`src/rtl/disp_pkg.sv`:
```
// Shared types, segment constants and the 7-segment decoder for the
// register display scanner.
package disp_pkg;

  // Conversion sequencer states.
  typedef enum logic [1:0] {
    IDLE  = 2'd0,
    SHIFT = 2'd1,
    DONE  = 2'd2
  } state_t;

  // Segment patterns are {g,f,e,d,c,b,a}, active-low.
  localparam logic [6:0] SEG_BLANK = 7'h7F;
  localparam logic [6:0] SEG_DASH  = 7'h3F;

  // Ten BCD nibbles cover the full unsigned 32-bit range.
  localparam int BCD_NIBBLES = 10;
  localparam int BCD_W       = 4 * BCD_NIBBLES;
  localparam int BIN_W       = 32;

  // Decimal digit to active-low segment pattern; codes 10-15 never come
  // out of a valid BCD conversion and are shown dark.
  function automatic logic [6:0] seg_decode(input logic [3:0] digit);
    logic [6:0] seg;
    case (digit)
      4'd0:    seg = 7'h40;
      4'd1:    seg = 7'h79;
      4'd2:    seg = 7'h24;
      4'd3:    seg = 7'h30;
      4'd4:    seg = 7'h19;
      4'd5:    seg = 7'h12;
      4'd6:    seg = 7'h02;
      4'd7:    seg = 7'h78;
      4'd8:    seg = 7'h00;
      4'd9:    seg = 7'h10;
      default: seg = SEG_BLANK;
    endcase
    return seg;
  endfunction

endpackage

```
`src/rtl/bin2bcd_seq.sv`:
```
// Sequential double-dabble converter: one binary bit per clock, 32 shift
// cycles, then a single DONE cycle during which bcd holds the result.
module bin2bcd_seq
  import disp_pkg::*;
(
  input  logic              clk,
  input  logic              rst_n,
  input  logic              start,
  input  logic [BIN_W-1:0]  bin,
  output logic [BCD_W-1:0]  bcd,
  output logic              done,
  output logic              busy
);

  state_t             r_state;
  state_t             w_nextState;
  logic               w_load;
  logic               w_shiftEn;
  logic               w_done;
  logic [BIN_W-1:0]   r_shift;
  logic [BCD_W-1:0]   r_bcd;
  logic [BCD_W-1:0]   w_adj;
  logic [4:0]         r_bitCnt;
  logic               r_busy;

  // State register; reset abandons any conversion in flight.
  always_ff @(posedge clk or negedge rst_n) begin
    if (!rst_n) r_state <= IDLE;
    else        r_state <= w_nextState;
  end

  // Next-state and control strobes for the load / shift / done sequence.
  always_comb begin
    w_nextState = r_state;
    w_load      = 1'b0;
    w_shiftEn   = 1'b0;
    w_done      = 1'b0;
    case (r_state)
      IDLE: begin
        if (start) begin
          w_load      = 1'b1;
          w_nextState = SHIFT;
        end
      end
      SHIFT: begin
        w_shiftEn = 1'b1;
        if (r_bitCnt == 5'd0) w_nextState = DONE;
      end
      DONE: begin
        w_done      = 1'b1;
        w_nextState = IDLE;
      end
      default: w_nextState = IDLE;
    endcase
  end

  // Add-3 correction on every nibble that is 5 or more before the shift.
  always_comb begin
    w_adj = r_bcd;
    for (int i = 0; i < BCD_NIBBLES; i++) begin
      if (r_bcd[4*i +: 4] >= 4'd5) w_adj[4*i +: 4] = r_bcd[4*i +: 4] + 4'd3;
    end
  end

  // Shift datapath, bit counter and busy flag.
  always_ff @(posedge clk or negedge rst_n) begin
    if (!rst_n) begin
      r_shift  <= '0;
      r_bcd    <= '0;
      r_bitCnt <= '0;
      r_busy   <= 1'b0;
    end else if (w_load) begin
      r_shift  <= bin;
      r_bcd    <= '0;
      r_bitCnt <= 5'd31;
      r_busy   <= 1'b1;
    end else if (w_shiftEn) begin
      {r_bcd, r_shift} <= {w_adj[BCD_W-2:0], r_shift, 1'b0};
      r_bitCnt         <= r_bitCnt - 5'd1;
    end else if (w_done) begin
      r_busy <= 1'b0;
    end
  end

  assign bcd  = r_bcd;
  assign done = w_done;
  assign busy = r_busy;

endmodule

```
`src/rtl/reg_display_scanner.sv`:
```
// Shows a CPU register value in decimal on a multiplexed active-low
// 7-segment display. The value is resynchronised, converted to BCD when it
// changes, and the digits are scanned at a programmable refresh rate.
module reg_display_scanner
  import disp_pkg::*;
#(
  parameter int DIGITS      = 4,
  parameter int REFRESH_DIV = 50000,
  parameter bit BLANK_LZ    = 1'b1
) (
  input  logic              clk,
  input  logic              rst_n,
  input  logic [31:0]       num,
  output logic [6:0]        seg_n,
  output logic [DIGITS-1:0] an_n,
  output logic              overflow,
  output logic              busy
);

  localparam int CNT_W = $clog2(REFRESH_DIV);
  localparam int IDX_W = (DIGITS > 1) ? $clog2(DIGITS) : 1;

  logic [31:0]              r_s1;
  logic [31:0]              r_s2;
  logic [1:0]               r_primed;
  logic [31:0]              r_lastVal;
  logic                     r_first;
  logic                     w_qual;
  logic                     w_start;
  logic [BCD_W-1:0]         w_bcd;
  logic                     w_done;
  logic                     w_busy;
  logic                     w_ovf;
  logic [DIGITS-1:0][3:0]   r_digits;
  logic                     r_overflow;
  logic [CNT_W-1:0]         r_refCnt;
  logic [IDX_W-1:0]         r_idx;
  logic [DIGITS-1:0]        w_blank;
  logic                     w_zeroRun;
  logic [6:0]               w_segSel;
  logic [6:0]               r_segN;
  logic [DIGITS-1:0]        r_anN;

  // Two-stage capture of num; r_primed keeps the reset contents of the
  // stages from ever being mistaken for a stable input value.
  always_ff @(posedge clk or negedge rst_n) begin
    if (!rst_n) begin
      r_s1     <= '0;
      r_s2     <= '0;
      r_primed <= '0;
    end else begin
      r_s1     <= num;
      r_s2     <= r_s1;
      r_primed <= {r_primed[0], 1'b1};
    end
  end

  assign w_qual  = r_primed[1] && (r_s1 == r_s2);
  assign w_start = !w_busy && w_qual && (r_first || (r_s2 != r_lastVal));

  // Remembers the last converted value; the first idle after reset always
  // converts so the display reflects num even when it equals the old value.
  always_ff @(posedge clk or negedge rst_n) begin
    if (!rst_n) begin
      r_lastVal <= '0;
      r_first   <= 1'b1;
    end else if (w_start) begin
      r_lastVal <= r_s2;
      r_first   <= 1'b0;
    end
  end

  bin2bcd_seq u_bin2bcd (
    .clk   (clk),
    .rst_n (rst_n),
    .start (w_start),
    .bin   (r_s2),
    .bcd   (w_bcd),
    .done  (w_done),
    .busy  (w_busy)
  );

  // Any nonzero nibble above the displayed digits means the value does not fit.
  always_comb begin
    w_ovf = 1'b0;
    for (int i = 0; i < BCD_NIBBLES; i++) begin
      if (i >= DIGITS) w_ovf = w_ovf | (|w_bcd[4*i +: 4]);
    end
  end

  // Display registers change only when a conversion completes, so a scan
  // never shows a mixture of old and new digits.
  always_ff @(posedge clk or negedge rst_n) begin
    if (!rst_n) begin
      r_digits   <= '0;
      r_overflow <= 1'b0;
    end else if (w_done) begin
      for (int i = 0; i < DIGITS; i++) r_digits[i] <= w_bcd[4*i +: 4];
      r_overflow <= w_ovf;
    end
  end

  // Leading-zero mask: a digit above digit 0 is dark when it and every
  // higher digit are zero.
  always_comb begin
    w_blank   = '0;
    w_zeroRun = 1'b1;
    for (int i = DIGITS - 1; i >= 0; i--) begin
      w_zeroRun  = w_zeroRun & (r_digits[i] == 4'd0);
      w_blank[i] = BLANK_LZ & (i > 0) & w_zeroRun;
    end
  end

  // Segment pattern for the digit currently selected by the scan index.
  always_comb begin
    w_segSel = seg_decode(r_digits[r_idx]);
    if (r_overflow)        w_segSel = SEG_DASH;
    else if (w_blank[r_idx]) w_segSel = SEG_BLANK;
  end

  // Refresh counter, digit index and registered pins; segments and anode
  // update on the same edge to avoid ghosting.
  always_ff @(posedge clk or negedge rst_n) begin
    if (!rst_n) begin
      r_refCnt <= '0;
      r_idx    <= '0;
      r_segN   <= SEG_BLANK;
      r_anN    <= '1;
    end else begin
      if (r_refCnt == CNT_W'(REFRESH_DIV - 1)) begin
        r_refCnt <= '0;
        r_idx    <= (r_idx == IDX_W'(DIGITS - 1)) ? '0 : r_idx + IDX_W'(1);
      end else begin
        r_refCnt <= r_refCnt + CNT_W'(1);
      end
      r_segN <= w_segSel;
      r_anN  <= ~(DIGITS'(1) << r_idx);
    end
  end

  assign seg_n    = r_segN;
  assign an_n     = r_anN;
  assign overflow = r_overflow;
  assign busy     = w_busy;

endmodule
```
`config.mk`:
```
export PLATFORM = sky130hd
export DESIGN_NAME = reg_display_scanner
export DESIGN_NICKNAME = d
export VERILOG_FILES = /design/src/rtl/disp_pkg.sv /design/src/rtl/bin2bcd_seq.sv /design/src/rtl/reg_display_scanner.sv
export SDC_FILE = /design/constraint.sdc
export NUM_CORES = 1
export LEC_CHECK = 0
export CAP_MARGIN = 15
export CORE_MARGIN = 1.5
export CORE_UTILIZATION = 30
export CTS_CLUSTER_DIAMETER = 200
export DETAILED_ROUTE_END_ITERATION = 6
export PLACE_DENSITY = 0.49
export SLEW_MARGIN = 20
export SYNTH_ARGS = -nofsm -noshare
export SYNTH_HDL_FRONTEND = slang
export SYNTH_SLANG_ARGS = --single-unit
```
`constraint.sdc`:
```
create_clock -name clk -period 2.1 [get_ports clk]
set_clock_uncertainty 0.2 [all_clocks]
set_input_delay 0.42 -clock clk [delete_from_list [all_inputs] [get_ports clk]]
set_output_delay 0.42 -clock clk [all_outputs]
set_load 0.01 [all_outputs]
```
==> impl_metrics.env, run 1 <==
export IMPL_outcome="finished, violations left"
export IMPL_violations="setup timing"
export IMPL_arrival_ns=2.69
export IMPL_grt_setup_unrepaired="true"
export IMPL_synth_most_common_cell="dfrtp_1"
export IMPL_drt_iter0_drc=363
export IMPL_firstDrtPassIters=4
export IMPL_drc_errors=0
export IMPL_finalNetCount=1059
export IMPL_place_hpwl_um=15210
export IMPL_drt_met1_wl_um=10800
export IMPL_clk_latency_ns=0.53
export IMPL_synth_seq_area_share_pct=55.53
export IMPL_hold_viol=0
export IMPL_clkSinkCount=225
export IMPL_regToRegStartpoint="r_s2[31]$_DFF_PN0_"
export IMPL_ys_seq_elements=225
export IMPL_grt_pass1_wl_um=37270
export IMPL_hold_depth=1
export IMPL_synthTopCellsByCount="dfrtp_1 (213), xnor2_1 (64), nand2_1 (63)"
export IMPL_die_h_um=187.1
export IMPL_fin_crit_ns=2.484
export IMPL_holdWs_ns=0.1303
export IMPL_max_vdd_ir_drop_mv=0.5561
export IMPL_hp_class="input pin to register"
export IMPL_cts_tree="done"
export IMPL_path_class="register to register"
export IMPL_grt_max_degree=60
export IMPL_tns_ns=-33.02
export IMPL_clock_root_buffer="clkbuf_16"
export IMPL_ys_flop_type="dfrtp_1"
export IMPL_wl_per_cell_um=15.28
export IMPL_gp_congestion=0.7986
export IMPL_power_mw=9.443
export IMPL_p_leak_nw=5.864
export IMPL_drive_gt1_share_pct=23.86
export IMPL_std_cell_rows=67
export IMPL_routed_top_layer="met4"
export IMPL_ys_warn_count=0
export IMPL_drt_wl_total_um=22220
export IMPL_die_area_mm2=0.03500
export IMPL_die_w_um=187.1
export IMPL_clk_pin_slew_ns=0.06
export IMPL_wl_met2_um=10210
export IMPL_path_cells="inv_1, a2111o_1, nor3_2, and4b_2, a31oi_4, buf_12, a221o_1"
export IMPL_area_growth_pct=27.32
export IMPL_antenna_found_initial=0
export IMPL_fin_ws_ns=-0.3844
export IMPL_slew_violations=0
export IMPL_critical_path_slowest_cell="a2111o_1"
export IMPL_fin_crit_sh_pct=118.3
export IMPL_crit_path_end_kind="register"
export IMPL_postSynthCellCount=850
export IMPL_placed_cell_area_mm2=0.01182
export IMPL_grtUsageTotal_pct=13.02
export IMPL_diodes=0
export IMPL_power_density_mw_per_mm2=729.5
export IMPL_initial_core_util_pct=30.40
export IMPL_r2r_slack_ns=-0.38
export IMPL_max_stage_delay_ns=0.46
export IMPL_worstPathMaxFanout=22
export IMPL_fin_area_mm2=0.01294
export IMPL_cts_buffer_depth=3
export IMPL_yosysTopAreaCell="dfrtp_1"
export IMPL_vias=6622
export IMPL_first_global_vias=6875
export IMPL_coreArea_mm2=0.03345
export IMPL_yosys_area_top_type_share_pct=52.42
export IMPL_async_flop_share_pct=100.0
export IMPL_startpoint_type="register"
export IMPL_setup_viol=111
export IMPL_dr_wl_met3_um=740
export IMPL_numCtsBuffers=26
export IMPL_io_pins=47
export IMPL_io_buffers=46
export IMPL_required_ns=2.30
export IMPL_tightest_slew_ns=0.5903
export IMPL_h_tree_depth=1
export IMPL_ant_nets=0
export IMPL_synth_area_top_cells="dfrtp_1 (52%), xnor2_1 (5.5%), ha_1 (4.7%), mux2_4 (3.7%), dfstp_2 (3.1%)"
export IMPL_syn_area_mm2=0.01017
export IMPL_via_per_inst=4.554
export IMPL_hold_path_startpoint="num[11]"
export IMPL_grt_overflow_total=0
export IMPL_slew_headroom_pct=60.50
export IMPL_r2r_end="u_bin2bcd.r_shift[26]$_DFFE_PN0P_"
export IMPL_synth_edf_count=0
export IMPL_synthesis_nets=922
export IMPL_cap_violations=0
export IMPL_max_freq_mhz=402.5
export IMPL_syn_avg_cell_area_um2=11.96
export IMPL_reg2reg_depth=7
export IMPL_hold_end="r_s1[11]$_DFF_PN0_"
export IMPL_yosysUniqueCellTypes=52
==> critical path, delay by kind of cell, from the launching register on <==
family / cells / cell delay (ns)
AO/OA/AOI/OAI: 3 / 0.88
AND/OR/NAND/NOR: 2 / 0.57
flip-flops: 1 / 0.44
buffers and inverters: 2 / 0.27
==> layout by cell type, fill, tap and decap left out, types with 12 or more instances in the layout <==
master,n
dfrtp_1,211
buf_4,78
nand2_1,58
xnor2_1,55
ha_1,38
inv_1,35
o21ai_0,34
clkdlybuf4s50_1,33
and2_1,32
a221o_1,31
xor2_1,30
clkbuf_16,27
mux2_4,26
a21oi_1,26
nor2_1,24
o22ai_1,19
nor3_1,15
nand2b_1,15
nand4_1,12
o21ai_1,12
nor4b_1,12
dfstp_2,12
dlygate4sd2_1,12
buf_12,12
==> metrics by stage <==
| step | setup WS [ns] | util, % | cells |
|---|---|---|---|
| floorplan | -0.1581 | - | 850 |
| global placement | -0.3449 | 35.33 | 1399 |
| detailed placement | -0.3692 | 35.33 | 1399 |
| CTS | -0.3760 | 38.50 | 1454 |
| global route | -0.4802 | 38.70 | 1454 |
| finish | -0.3844 | 38.70 | 1454 |
==> flip-flops by register name (all words and copies together), names as in the netlist <==
name and count:
seg_n 7, u_bin2bcd.r_state 2, r_idx 2, u_bin2bcd.r_bitCnt 5, r_s1 32, r_first 1, overflow 1, u_bin2bcd.busy 1
an_n 4, u_bin2bcd.r_shift 32, r_primed 2, u_bin2bcd.bcd 40, r_s2 32, r_refCnt 16, r_lastVal 32, r_digits 16
==> logic make-up (layout without fill, tap and decap cells) <==
group	Yosys count	count (layout)	share of synthesized area, %
AND/OR/NAND/NOR	227	227	12.08
flip-flops	225	225	55.53
AO/OA/AOI/OAI	153	153	10.13
XOR/XNOR	94	94	8.097
buffers and inverters	70	226	3.458
multiplexers	42	42	5.993
adder cells (fa/ha/maj)	38	38	4.676
other	1	1	0.03688
==> what timing repair did <==
item | in CTS | in global routing
gates resized for setup | 51 | 15
endpoints found under the setup margin | 123 | 114
buffers inserted | 7 | 1
pin swaps | 8 | 5
hold endpoints to repair | 46 | 0
gates cloned | 1 | 0
hold buffers | 1 | 0
==> power by group <==
| group | switching (mW) | internal [mW] |
|---|---|---|
| logic | 0.189 | 0.197 |
| clock network | 1.83 | 2.76 |
| registers | 0.0641 | 4.40 |
==> final cells by class <==
| class | instances | area (um^2) |
|---|---|---|
| Clock buffer | 34 | 752.0 |
| Clock inverter | 13 | 125.1 |
| Fill cell | 3256 | 20500 |
| Inverter | 35 | 131.4 |
| Multi-Input combinational cell | 555 | 4343 |
| Sequential cell | 225 | 5648 |
| Tap cell | 448 | 560.5 |
| Timing Repair Buffer | 144 | 1385 |
==> per-layer routing <==
metal,vias to the layer above,global-route usage [%]
li1,3257,-
met2,88,20.49
met1,3246,18.62
met4,0,3.474
met5,-,0
met3,31,2.008
==> worst max path at each step <==
stage / startpoint / cells after the start / end
6_report: r_s2[31]$_DFF_PN0_ / 7 / u_bin2bcd.r_shift[26]$_DFFE_PN0P_
4_1_cts: r_s1[19]$_DFF_PN0_ / 7 / u_bin2bcd.r_shift[8]$_DFFE_PN0P_
5_1_grt: r_s1[23]$_DFF_PN0_ / 8 / u_bin2bcd.r_shift[26]$_DFFE_PN0P_
3_3_place_gp: r_lastVal[2]$_DFFE_PN0P_ / 9 / u_bin2bcd.r_bitCnt[1]$_DFFE_PN0P_
2_1_floorplan: r_s2[6]$_DFF_PN0_ / 7 / u_bin2bcd.r_shift[31]$_DFFE_PN0P_
3_5_place_dp: r_s2[6]$_DFF_PN0_ / 7 / u_bin2bcd.r_shift[2]$_DFFE_PN0P_
Note: power is estimated with default switching activity, not from simulation.
==> inputs of run 2 (changes only) <==
CAP_MARGIN = unset   (was 15)
PLACE_DENSITY = 0.47   (was 0.49)
clock period = 2.4 ns   (was 2.1 ns; I/O delays follow)
==> run 2 against run 1 <==
The run still ends with setup timing left. First-iteration DRC count shrank 25%. Via count shrank 3.2%. Sequential power shrank 13%. Setup slack gained 0.31 ns. Critical path type unchanged. Largest cell class unchanged. Largest power group is now registers.
==> impl_metrics.env, run 2 (synthesis results as in run 1) <==
export IMPL_outcome="finished, violations left"
export IMPL_violations="setup timing"
export IMPL_critical_path_slowest_cell="dfrtp_1"
export IMPL_firstDrtPassIters=4
export IMPL_slew_violations=0
export IMPL_drt_wl_total_um=21380
export IMPL_grt_max_degree=58
export IMPL_clk_pin_slew_ns=0.06
export IMPL_grt_overflow_total=0
export IMPL_regToRegStartpoint="r_s1[5]$_DFF_PN0_"
export IMPL_critical_path_buf_inv_count=2
export IMPL_cp_top_family="simple AND/OR/NAND/NOR gates"
export IMPL_mostFrequentLayoutCells="dfrtp_1 (213), xnor2_1 (64), nand2_1 (63), buf_4 (48), clkdlybuf4s50_1 (45)"
export IMPL_worstPathMaxFanout=18
export IMPL_antenna_found_initial=0
export IMPL_numCtsBuffers=27
export IMPL_place_hpwl_um=14510
export IMPL_required_ns=2.60
export IMPL_h_tree_depth=1
export IMPL_io_pins=47
export IMPL_fin_crit_ns=2.470
export IMPL_io_buffers=46
export IMPL_ant_nets=0
export IMPL_gp_congestion=0.7551
export IMPL_crit_path_end_kind="register"
export IMPL_fin_ws_ns=-0.06980
export IMPL_max_stage_delay_ns=0.39
export IMPL_fill_cells=3248
export IMPL_r2r_slack_ns=-0.07
export IMPL_final_common_cell="dfrtp_1"
export IMPL_r2r_end="u_bin2bcd.r_shift[8]$_DFFE_PN0P_"
export IMPL_cts_buffer_depth=3
export IMPL_hold_path_startpoint="r_primed[0]$_DFF_PN0_"
export IMPL_startpoint_type="register"
export IMPL_reg2reg_depth=8
export IMPL_grtUsageTotal_pct=12.63
export IMPL_grt_pass1_wl_um=36150
export IMPL_vias=6410
export IMPL_power_density_mw_per_mm2=644.7
export IMPL_die_w_um=187.1
export IMPL_max_vdd_ir_drop_mv=0.5684
export IMPL_clk_latency_ns=0.53
export IMPL_largest_reg_flops=40
export IMPL_wl_per_cell_um=15.11
export IMPL_initial_core_util_pct=30.40
export IMPL_max_freq_mhz=404.9
export IMPL_drive_gt1_share_pct=18.30
export IMPL_clkSinkCount=225
export IMPL_fin_util_pct=37.25
export IMPL_cts_tree="done"
export IMPL_hold_end="r_primed[1]$_DFF_PN0_"
export IMPL_path_class="register to register"
export IMPL_grt_setup_unrepaired="true"
export IMPL_path_cells="xor2_1, nor4_2, buf_4, nand3_4, and4b_2, a31oi_4, buf_12, a221o_1"
export IMPL_die_h_um=187.1
export IMPL_hold_depth=0
export IMPL_first_global_vias=6548
export IMPL_area_growth_pct=22.56
export IMPL_coreArea_mm2=0.03345
export IMPL_via_per_inst=4.530
export IMPL_clock_root_buffer="clkbuf_16"
export IMPL_drc_errors=0
export IMPL_p_leak_nw=5.534
export IMPL_drt_iter0_drc=272
export IMPL_fin_crit_sh_pct=102.9
export IMPL_diodes=0
export IMPL_finalNetCount=1022
export IMPL_place_ws_ns=-0.1217
export IMPL_setup_viol=56
export IMPL_die_area_mm2=0.03500
export IMPL_std_cell_rows=67
export IMPL_cap_violations=0
export IMPL_arrival_ns=2.67
export IMPL_hold_viol=0
export IMPL_hp_class="register to register"
run 2: stage by stage:
step                area (um^2)  TNS, ns  cells  power, mW  hold WS, ns
floorplan                 10170        0    850      4.041     -0.01559
global placement          11530   -7.472   1366      4.274       0.1334
detailed placement        11530   -5.430   1366      4.272       0.1371
CTS                       12410   -3.102   1414      8.180       0.1501
global route              12460   -14.67   1415      8.396       0.1611
finish                    12460   -2.108   1415      8.033       0.1490
run 2: how the worst max path moves through the flow:
stage	start	cells after the start	to
6_report	r_s1[5]$_DFF_PN0_	8	u_bin2bcd.r_shift[8]$_DFFE_PN0P_
2_1_floorplan	r_s2[6]$_DFF_PN0_	7	r_lastVal[0]$_DFFE_PN0P_
4_1_cts	r_s1[5]$_DFF_PN0_	8	u_bin2bcd.r_shift[8]$_DFFE_PN0P_
5_1_grt	r_s1[5]$_DFF_PN0_	8	u_bin2bcd.r_shift[8]$_DFFE_PN0P_
3_3_place_gp	r_s2[2]$_DFF_PN0_	8	r_lastVal[22]$_DFFE_PN0P_
3_5_place_dp	r_s2[2]$_DFF_PN0_	8	u_bin2bcd.r_shift[8]$_DFFE_PN0P_
run 2: cell type report:
cell class / count / area, um^2 / share of cell area (%)
multi-input cells: 555 / 4245 / 34.07
repair buffers: 106 / 1042 / 8.364
inverters: 35 / 131.4 / 1.054
flip-flops and latches: 225 / 5645 / 45.31
clock inverters: 4 / 23.77 / 0.1908
well taps: 448 / 560.5 / 4.498
clock buffers: 42 / 812.0 / 6.517
run 2: repair_timing:
action,in CTS,in global routing
hold endpoints to repair,44,0
hold buffers,1,0
setup buffers,1,1
pin swaps,2,1
endpoints found under the setup margin,65,107
gates resized for setup,14,11
run 2: routing by layer:
layer  part of all wire [%]  global-route usage, %  vias up
met1                     50                  18.04     3104
met5                      0                      0        -
met2                     45                  19.72       91
met3                    3.2                  2.214       37
li1                       -                      -     3178
met4                    2.4                  3.381        0
run 2: power breakdown:
| group | leakage, nW | internal, mW | total (mW) | switching [mW] |
|---|---|---|---|---|
| Clock | 0.415 | 2.30 | 3.83 | 1.53 |
| Combinational | 2.18 | 0.141 | 0.293 | 0.152 |
| Sequential | 2.93 | 3.85 | 3.91 | 0.0557 |
==> inputs of run 3 (changes only) <==
clock period = 2.9 ns   (was 2.4 ns; I/O delays follow)
==> run 3 against run 2 <==
The run now ends clean. Via count shrank 1.1%. First-iteration DRC count grew 34%. Routed wire length grew 0.15%. Global-route usage is essentially flat. Critical path type unchanged. Critical path depth shrank 1. Final cell count shrank 3.1%. Clock power shrank 11%. Non-clock buffer count shrank 43. Total power shrank 15%.
==> impl_metrics.env, run 3 (synthesis results as in run 1) <==
export IMPL_io_pins=47
export IMPL_std_cell_rows=67
export IMPL_cts_tree="done"
export IMPL_io_buffers=46
export IMPL_r2r_slack_ns=0.25
export IMPL_slew_headroom_pct=42.95
export IMPL_grt_pass1_wl_um=35980
export IMPL_hold_end="r_primed[1]$_DFF_PN0_"
export IMPL_wl_per_cell_um=15.62
export IMPL_drive_gt1_share_pct=13.87
export IMPL_h_tree_depth=1
export IMPL_p_leak_nw=5.334
export IMPL_finalNetCount=978
export IMPL_tightest_slew_ns=0.8557
export IMPL_drt_wl_total_um=21410
export IMPL_clkSinkCount=225
export IMPL_crit_path_end_kind="register"
export IMPL_arrival_ns=2.86
export IMPL_grtUsageTotal_pct=12.60
export IMPL_max_freq_mhz=377.1
export IMPL_vias=6341
export IMPL_hold_depth=0
export IMPL_drc_errors=0
export IMPL_numCtsBuffers=26
export IMPL_firstDrtPassIters=5
export IMPL_fin_crit_sh_pct=91.44
export IMPL_place_hpwl_um=14150
export IMPL_slew_violations=0
export IMPL_required_ns=3.10
export IMPL_grt_overflow_total=0
export IMPL_initial_core_util_pct=30.40
export IMPL_die_area_mm2=0.03500
export IMPL_cts_buffer_depth=3
export IMPL_tns_ns=0
export IMPL_via_per_inst=4.625
export IMPL_diodes=0
export IMPL_die_w_um=187.1
export IMPL_clk_pin_slew_ns=0.06
export IMPL_die_h_um=187.1
export IMPL_cap_violations=0
export IMPL_r2r_end="u_bin2bcd.r_shift[21]$_DFFE_PN0P_"
export IMPL_hold_path_startpoint="r_primed[0]$_DFF_PN0_"
export IMPL_reg2reg_depth=7
export IMPL_grt_max_degree=63
export IMPL_fin_util_pct=36.27
export IMPL_hold_viol=0
export IMPL_grt_setup_unrepaired="false"
export IMPL_antenna_found_initial=0
export IMPL_crit_start="r_s2[2]$_DFF_PN0_"
export IMPL_placed_cells=1325
export IMPL_area_growth_pct=19.32
export IMPL_outcome="finished clean"
export IMPL_mostFrequentLayoutCells="dfrtp_1 (213), xnor2_1 (64), nand2_1 (63), o21ai_0 (49), clkdlybuf4s50_1 (45)"
export IMPL_fin_crit_ns=2.652
export IMPL_power_density_mw_per_mm2=563.6
export IMPL_path_class="register to register"
export IMPL_holdWs_ns=0.1506
export IMPL_final_common_cell="dfrtp_1"
export IMPL_fill_cells=3261
export IMPL_gp_congestion=0.7669
export IMPL_postCtsSetupBuffers=0
export IMPL_final_cells=1371
export IMPL_startpoint_type="register"
export IMPL_worstPathMaxFanout=30
export IMPL_max_vdd_ir_drop_mv=0.4234
export IMPL_setup_viol=0
export IMPL_first_global_vias=6559
export IMPL_hp_class="register to register"
export IMPL_drt_iter0_drc=365
export IMPL_clock_root_buffer="clkbuf_16"
export IMPL_ant_nets=0
export IMPL_largest_reg_flops=40
export IMPL_coreArea_mm2=0.03345
export IMPL_clk_latency_ns=0.53
export IMPL_regToRegStartpoint="r_s2[2]$_DFF_PN0_"
## run 3: changes by cell type in the layout (fill, tap and decap cells not counted), sizes merged
cell,delta
buf,-43
bufinv,+2
clkbuf,-2
inv,-1
## run 3: per-layer routing
layer / share of wire (%) / wire [um] / global-route usage (%)
met5: 0 / 0 / 0
met4: 2.5 / 545 / 3.753
met3: 3.3 / 698 / 1.914
met2: 45 / 9736 / 20.06
met1: 49 / 10430 / 17.69
## run 3: critical path, stage by stage (launching register included)
cell and delay [ns]:
dfrtp_1 0.42, xor2_1 0.20, nor4_1 0.47, nand3_1 0.21, and4b_2 0.40, a31oi_4 0.11, buf_12 0.20, a221o_1 0.31
## run 3: final cells by class
cell class              count  area (um^2)  area share, %
multi-input cells         555         4185          34.50
clock inverters             5        75.07         0.6188
flip-flops and latches    225         5645          46.53
clock buffers              40        825.8          6.807
well taps                 448        560.5          4.620
inverters                  35        131.4          1.083
repair buffers             63        708.2          5.837
## run 3: metrics by stage
stage          setup WS (ns)  area (um^2)  total power, mW
2_1_floorplan         0.6189        10170            3.345
3_3_place_gp          0.1248        11220            3.509
3_5_place_dp         0.05631        11220            3.507
4_1_cts              0.03523        12130            6.945
5_1_grt              0.08255        12130            7.095
6_report              0.2482        12130            6.837
## run 3: worst max-delay path by stage
stage / end / slack [ns] / depth (start not counted)
4_1_cts: u_bin2bcd.r_shift[30]$_DFFE_PN0P_ / 0.04 / 7
3_5_place_dp: u_bin2bcd.r_shift[30]$_DFFE_PN0P_ / 0.06 / 7
6_report: u_bin2bcd.r_shift[21]$_DFFE_PN0P_ / 0.25 / 7
3_3_place_gp: u_bin2bcd.bcd[20]$_DFFE_PN0P_ / 0.12 / 6
5_1_grt: u_bin2bcd.r_shift[30]$_DFFE_PN0P_ / 0.08 / 7
2_1_floorplan: r_lastVal[0]$_DFFE_PN0P_ / 0.62 / 7
## run 3: power by group
part           internal (mW)  switching (mW)  total [mW]
clock network           2.12            1.28        3.39
registers               3.19          0.0550        3.24
logic                 0.0927           0.106       0.199
total                   5.40            1.44        6.84
## run 3: repair_timing
item	4_1_cts	5_1_grt
hold buffers	1	0
endpoints found under the setup margin	0	1
hold endpoints to repair	55	0
gates resized for setup	0	1
